## src/rtl/tank_tread_ctrl_pkg.sv

```systemverilog
// tank_ctrl_pkg: direction indices, tread code type and stick-to-tread mapping helpers.
`default_nettype none

package tank_ctrl_pkg;

   localparam int DIR_UP    = 3;
   localparam int DIR_DOWN  = 2;
   localparam int DIR_LEFT  = 1;
   localparam int DIR_RIGHT = 0;

   typedef struct packed {
      logic lfw;
      logic lbk;
      logic rfw;
      logic rbk;
   } tread_t;

   // {U,D,L,R} -> {Lfw,Lbk,Rfw,Rbk}; opposing pairs and 3+ bits fall to idle.
   function automatic tread_t map_8way(input logic [3:0] dir);
      tread_t t;
      case (dir)
         4'b1000: t = tread_t'(4'b1010);
         4'b1010: t = tread_t'(4'b0010);
         4'b1001: t = tread_t'(4'b1000);
         4'b0001: t = tread_t'(4'b1001);
         4'b0101: t = tread_t'(4'b0100);
         4'b0100: t = tread_t'(4'b0101);
         4'b0110: t = tread_t'(4'b0001);
         4'b0010: t = tread_t'(4'b0110);
         default: t = tread_t'(4'b0000);
      endcase
      return t;
   endfunction

   // a_ud / b_ud are {up,down} of the left and right sticks respectively.
   function automatic tread_t map_dual(input logic [1:0] a_ud, input logic [1:0] b_ud);
      tread_t t;
      t.lfw = a_ud[1] & ~a_ud[0];
      t.lbk = a_ud[0] & ~a_ud[1];
      t.rfw = b_ud[1] & ~b_ud[0];
      t.rbk = b_ud[0] & ~b_ud[1];
      return t;
   endfunction

endpackage

`default_nettype wire

```

## src/rtl/tank_tread_ctrl_debounce.sv

```systemverilog
// input_debounce: per-bit stability filter counted in ce ticks; TICKS=0 passes the registered input.
`default_nettype none

module input_debounce #(
   parameter int WIDTH = 1,
   parameter int TICKS = 4
) (
   input  logic             clk_sys,
   input  logic             reset_n,
   input  logic             ce,
   input  logic [WIDTH-1:0] raw,
   output logic [WIDTH-1:0] stable
);

   logic [WIDTH-1:0] raw_q;

   always_ff @(posedge clk_sys or negedge reset_n) begin
      if (!reset_n) raw_q <= '0;
      else          raw_q <= raw;
   end

   generate
      if (TICKS == 0) begin : g_bypass
         logic [WIDTH-1:0] acc_q;
         always_ff @(posedge clk_sys or negedge reset_n) begin
            if (!reset_n) acc_q <= '0;
            else          acc_q <= raw_q;
         end
         assign stable = acc_q;
      end else begin : g_filter
         localparam int CW = $clog2(TICKS + 1);
         for (genvar i = 0; i < WIDTH; i++) begin : g_bit
            logic          acc_q;
            logic [CW-1:0] cnt_q;
            // A disagreeing ce that completes the run commits the new level.
            always_ff @(posedge clk_sys or negedge reset_n) begin
               if (!reset_n) begin
                  acc_q <= 1'b0;
                  cnt_q <= '0;
               end else if (ce) begin
                  if (raw_q[i] != acc_q) begin
                     if (cnt_q == CW'(TICKS - 1)) begin
                        acc_q <= raw_q[i];
                        cnt_q <= '0;
                     end else begin
                        cnt_q <= cnt_q + 1'b1;
                     end
                  end else begin
                     cnt_q <= '0;
                  end
               end
            end
            assign stable[i] = acc_q;
         end
      end
   endgenerate

endmodule

`default_nettype wire

```

## src/rtl/tank_tread_ctrl.sv

```systemverilog
// tank_tread_ctrl: debounced joystick to two-tread fw/bk levels with dual-stick mode and autofire.
`default_nettype none

module tank_tread_ctrl
   import tank_ctrl_pkg::*;
#(
   parameter int NUM_PLAYERS = 2,
   parameter int DEB_TICKS   = 4,
   parameter int AF_HALF     = 6
) (
   input  logic                     clk_sys,
   input  logic                     Reset_n,
   input  logic                     ce,
   input  logic [4*NUM_PLAYERS-1:0] joy_a,
   input  logic [4*NUM_PLAYERS-1:0] joy_b,
   input  logic [NUM_PLAYERS-1:0]   fire_in,
   input  logic [NUM_PLAYERS-1:0]   dual_mode,
   input  logic [NUM_PLAYERS-1:0]   af_en,
   output logic [2*NUM_PLAYERS-1:0] tread_fw,
   output logic [2*NUM_PLAYERS-1:0] tread_bk,
   output logic [NUM_PLAYERS-1:0]   fire_out
);

   localparam int AFW = $clog2(AF_HALF + 1);

   logic [4*NUM_PLAYERS-1:0] acc_a;
   logic [4*NUM_PLAYERS-1:0] acc_b;
   logic [NUM_PLAYERS-1:0]   acc_fire;

   input_debounce #(.WIDTH(4*NUM_PLAYERS), .TICKS(DEB_TICKS)) u_deb_a (
      .clk_sys(clk_sys), .reset_n(Reset_n), .ce(ce), .raw(joy_a), .stable(acc_a)
   );

   input_debounce #(.WIDTH(4*NUM_PLAYERS), .TICKS(DEB_TICKS)) u_deb_b (
      .clk_sys(clk_sys), .reset_n(Reset_n), .ce(ce), .raw(joy_b), .stable(acc_b)
   );

   input_debounce #(.WIDTH(NUM_PLAYERS), .TICKS(DEB_TICKS)) u_deb_fire (
      .clk_sys(clk_sys), .reset_n(Reset_n), .ce(ce), .raw(fire_in), .stable(acc_fire)
   );

   generate
      for (genvar p = 0; p < NUM_PLAYERS; p++) begin : g_player
         tread_t         code;
         logic [1:0]     fw_q;
         logic [1:0]     bk_q;
         logic           fire_q;
         logic           af_low;
         logic [AFW-1:0] af_cnt;
         logic           unused_b_lr;

         assign unused_b_lr = acc_b[4*p + DIR_LEFT] ^ acc_b[4*p + DIR_RIGHT];

         always_comb begin
            code = tread_t'(4'b0000);
            if (dual_mode[p])
               code = map_dual({acc_a[4*p + DIR_UP], acc_a[4*p + DIR_DOWN]},
                               {acc_b[4*p + DIR_UP], acc_b[4*p + DIR_DOWN]});
            else
               code = map_8way(acc_a[4*p +: 4]);
         end

         always_ff @(posedge clk_sys or negedge Reset_n) begin
            if (!Reset_n) begin
               fw_q <= 2'b00;
               bk_q <= 2'b00;
            end else begin
               fw_q <= {code.rfw, code.lfw};
               bk_q <= {code.rbk, code.lbk};
            end
         end

         // af_low cleared means the high half, so every fresh press starts high.
         always_ff @(posedge clk_sys or negedge Reset_n) begin
            if (!Reset_n) begin
               fire_q <= 1'b0;
               af_low <= 1'b0;
               af_cnt <= '0;
            end else if (!acc_fire[p]) begin
               fire_q <= 1'b0;
               af_low <= 1'b0;
               af_cnt <= '0;
            end else if (!af_en[p]) begin
               fire_q <= 1'b1;
               af_low <= 1'b0;
               af_cnt <= '0;
            end else begin
               fire_q <= ~af_low;
               if (ce) begin
                  if (af_cnt == AFW'(AF_HALF - 1)) begin
                     af_cnt <= '0;
                     af_low <= ~af_low;
                  end else begin
                     af_cnt <= af_cnt + 1'b1;
                  end
               end
            end
         end

         assign tread_fw[2*p +: 2] = fw_q;
         assign tread_bk[2*p +: 2] = bk_q;
         assign fire_out[p]        = fire_q;
      end
   endgenerate

endmodule

`default_nettype wire

```

## config.mk

```make
export PLATFORM = sky130hd
export DESIGN_NAME = tank_tread_ctrl
export DESIGN_NICKNAME = d
export VERILOG_FILES = /design/src/rtl/tank_tread_ctrl_pkg.sv /design/src/rtl/tank_tread_ctrl_debounce.sv /design/src/rtl/tank_tread_ctrl.sv
export SDC_FILE = /design/constraint.sdc
export NUM_CORES = 1
export LEC_CHECK = 0
export ABC_AREA = 1
export ABC_CLOCK_PERIOD_IN_PS = 1500
export CAP_MARGIN = 20
export CORE_ASPECT_RATIO = 1.2
export CORE_UTILIZATION = 35
export CTS_CLUSTER_DIAMETER = 200
export DETAILED_ROUTE_END_ITERATION = 7
export DONT_BUFFER_PORTS = 1
export PLACE_DENSITY = 0.55
export SLEW_MARGIN = 20
export SYNTH_ARGS = -nofsm -noshare
export SYNTH_HDL_FRONTEND = slang
export SYNTH_SLANG_ARGS = --single-unit
export TNS_END_PERCENT = 1
```

## constraint.sdc

```tcl
create_clock -name clk_sys -period 1.5 [get_ports clk_sys]
set_input_delay 0.45 -clock clk_sys [delete_from_list [all_inputs] [get_ports clk_sys]]
set_output_delay 0.45 -clock clk_sys [all_outputs]
set_load 0.01 [all_outputs]
```

==> reports/qor.yml <==
viasPerCell: 4.56
layout_worst_path_cycle_share: 0.795
portBuffers: 0
startpoint: "g_player[1].fire_q$_DFF_PN0_"
place.gp.congestion: 0.756
required_ns: 1.05
synth.area.top_cells: "dfrtp_1 (55%), nand2_1 (14%), nand3_1 (5.9%)"
drtIter0Drc: 127
fp-row-count: 42
worst_pin_slew_ns: 0.308
synth.most_common_cell: "nand2_1"
grt_overflow: 0
clockBufferDepth: 2
fin_util: 0.399
yosys.cell_types.count: 18
max_slew_margin: 0.794
cp-endpoint: "fire_out[1]"
path_clk_slew_ns: 0.06
r2r_slack_ns: 0.35
fin_skew_ns: 0.00863
clk_latency_ns: 0.34
synth_enable_flop_cells: 0
layout_setup_ws_ns: 0.308
first_global_vias: 2815
syn_to_final_growth_pct: 9.91
ant_nets: 0
synth_common_cells: "nand2_1 (152), dfrtp_1 (88), inv_1 (49)"
netlist_instances: 465
cts.sinks: 88
finalHoldViolations: 88
seqCellArea_um2: 2200
instances_no_fill: 623
grt_pass1_wl_um: 12500
arrival_ns: 0.74
avgSynthCellArea_um2: 8.69
drive_gt1_frac: 0.0341
crit_fanout: 1
drcViolationCount: 0
ff2ff_path_depth: 6
async_reset_ff_frac: 1.00
final_nets: 503
rr_startpoint: "u_deb_b.g_filter.g_bit[3].cnt_q[0]$_DFFE_PN0P_"
nFillCells: 1135
num_antenna_cells: 0
dp.cells: 607
wl_per_cell_um: 11.2
cap_violations: 0
r2r-end: "u_deb_b.g_filter.g_bit[3].acc_q$_DFFE_PN0P_"
drt-total-wl_um: 6990
status: "finished, violations left"
synth.largest_area_cell: "dfrtp_1"
die_w_um: 100
multiInputGateArea_um2: 1540
synth_ff_type: "dfrtp_1"
endpoint_kind: "output port"
fp.dieH_um: 120
grt.total_usage: 0.134
cts_tree: "done"
drv_slew: 0
vdd_drop_max_mv: 0.612
fmax_ghz: 0.839
synth_seq_cells: 88
grt_max_degree: 89
route.vias.total: 2841
critPathLaunchType: "flip-flop"
ys_seq_area_frac: 0.545
holdWs_ns: -0.190
violations: "negative hold slack"
pin_count: 35
hpwl_um: 4520
antenna_found_initial: 0
drt-pass1-iter-count: 4
p_leak_nw: 2.28
cts_htree_levels: 3
cp.depth: 0
cts_buffers: 9
dp_slack_ns: 0.247
rsz0062_at_grt: "no"
finalSetupViolCount: 0
synth_fp_nets: 504
start_util: 0.363
synth_warnings: 0
critical_path_class: "flip-flop to output port"
die_area_um2: 12000
fin_crit_ns: 1.19
synth.top_cell.area_share: 0.545
power_density_nw_per_um2: 1730
coreArea_um2: 11100
clock-root-buffer: "clkbuf_16"
post_cts_buffers: 0
syn_area_um2: 4040
tns_ns: 0
hold_path_class: "primary input to asynchronous set/reset pin"
-- area by class of cell --
cell class                 instances  share of cell area
sequential                        88               0.496
multi-input combinational        315               0.347
clock buffer                      13              0.0586
tap                              154              0.0434
inverter                          49              0.0414
clock inverter                     3             0.00902
timing repair buffer               1             0.00451
-- power breakdown --
| part | leakage [nW] | switching [mW] | internal [mW] |
|---|---|---|---|
| Combinational | 1.03 | 1.00 | 0.749 |
| Sequential | 1.10 | 0.594 | 3.06 |
| Clock | 0.150 | 0.879 | 1.38 |
-- what timing repair did --
item                       4_1_cts  5_1_grt
hold endpoints to repair        88       88
gates resized for setup          0        0
setup endpoints to repair        0        0
-- flip-flops by register name, summed over array words and instances, names as in the netlist, 4 cells and up --
register	cells
u_deb_b.raw_q	4
g_player.bk_q	4
g_player.fw_q	4
u_deb_fire.g_filter.g_bit.cnt_q	6
u_deb_a.raw_q	8
u_deb_b.g_filter.g_bit.cnt_q	12
u_deb_a.g_filter.g_bit.acc_q	8
u_deb_a.g_filter.g_bit.cnt_q	24
g_player.af_cnt	6
u_deb_b.g_filter.g_bit.acc_q	4
-- metrics by stage --
stage | instance area (µm²) | power [mW] | hold slack, ns
after floorplan | 4040 | 5.10 | 0.154
after global placement | 4140 | 5.36 | 0.158
after detailed placement | 4140 | 5.48 | 0.157
after CTS | 4440 | 7.79 | -0.213
after global routing | 4440 | 8.30 | -0.214
final | 4440 | 7.66 | -0.190
-- cell families (layout without fill, tap and decap cells) --
logic type,Yosys count,after routing,synth area share
XOR/XNOR,14,14,0.0304
buffers and inverters,62,66,0.0734
adder cells (fa/ha/maj),14,14,0.0434
AO/OA/AOI/OAI,27,27,0.0334
flip-flops,88,88,0.545
multiplexers,2,2,0.00496
AND/OR/NAND/NOR,258,258,0.269
-- placed cells by master, fill, tap and decap left out, drive strengths merged --
master  Yosys  routed
o21ai      17      17
clkbuf      0      13
nand3b     12      12
buf        13       1
nand4       2       2
xor2       14      14
a21oi      10      10
mux2i       2       2
dfrtp      88      88
ha         14      14
inv        49      49
clkinv      0       2
bufinv      0       1
nand3      49      49
nor2       40      40
nor3        3       3
nand2     152     152
-- metal layers --
layer	vias up	track usage	wire [µm]
li1	1458	-	-
met1	1338	0.161	3210
met2	35	0.218	3360
met3	10	0.0466	294
met4	0	0.0543	125
met5	-	0	0
-- worst min-delay path by stage --
stage | depth (start not counted) | endpoint | from
2_1_floorplan | 0 | g_player[0].af_cnt[0]$_DFFE_PN0P_ | Reset_n
3_3_place_gp | 0 | u_deb_b.raw_q[6]$_DFF_PN0_ | Reset_n
3_5_place_dp | 0 | u_deb_b.raw_q[6]$_DFF_PN0_ | Reset_n
4_1_cts | 0 | u_deb_b.g_filter.g_bit[7].cnt_q[1]$_DFFE_PN0P_ | Reset_n
5_1_grt | 0 | u_deb_b.g_filter.g_bit[7].cnt_q[2]$_DFFE_PN0P_ | Reset_n
6_report | 0 | u_deb_b.raw_q[6]$_DFF_PN0_ | Reset_n
(Power assumes the default switching activity.)
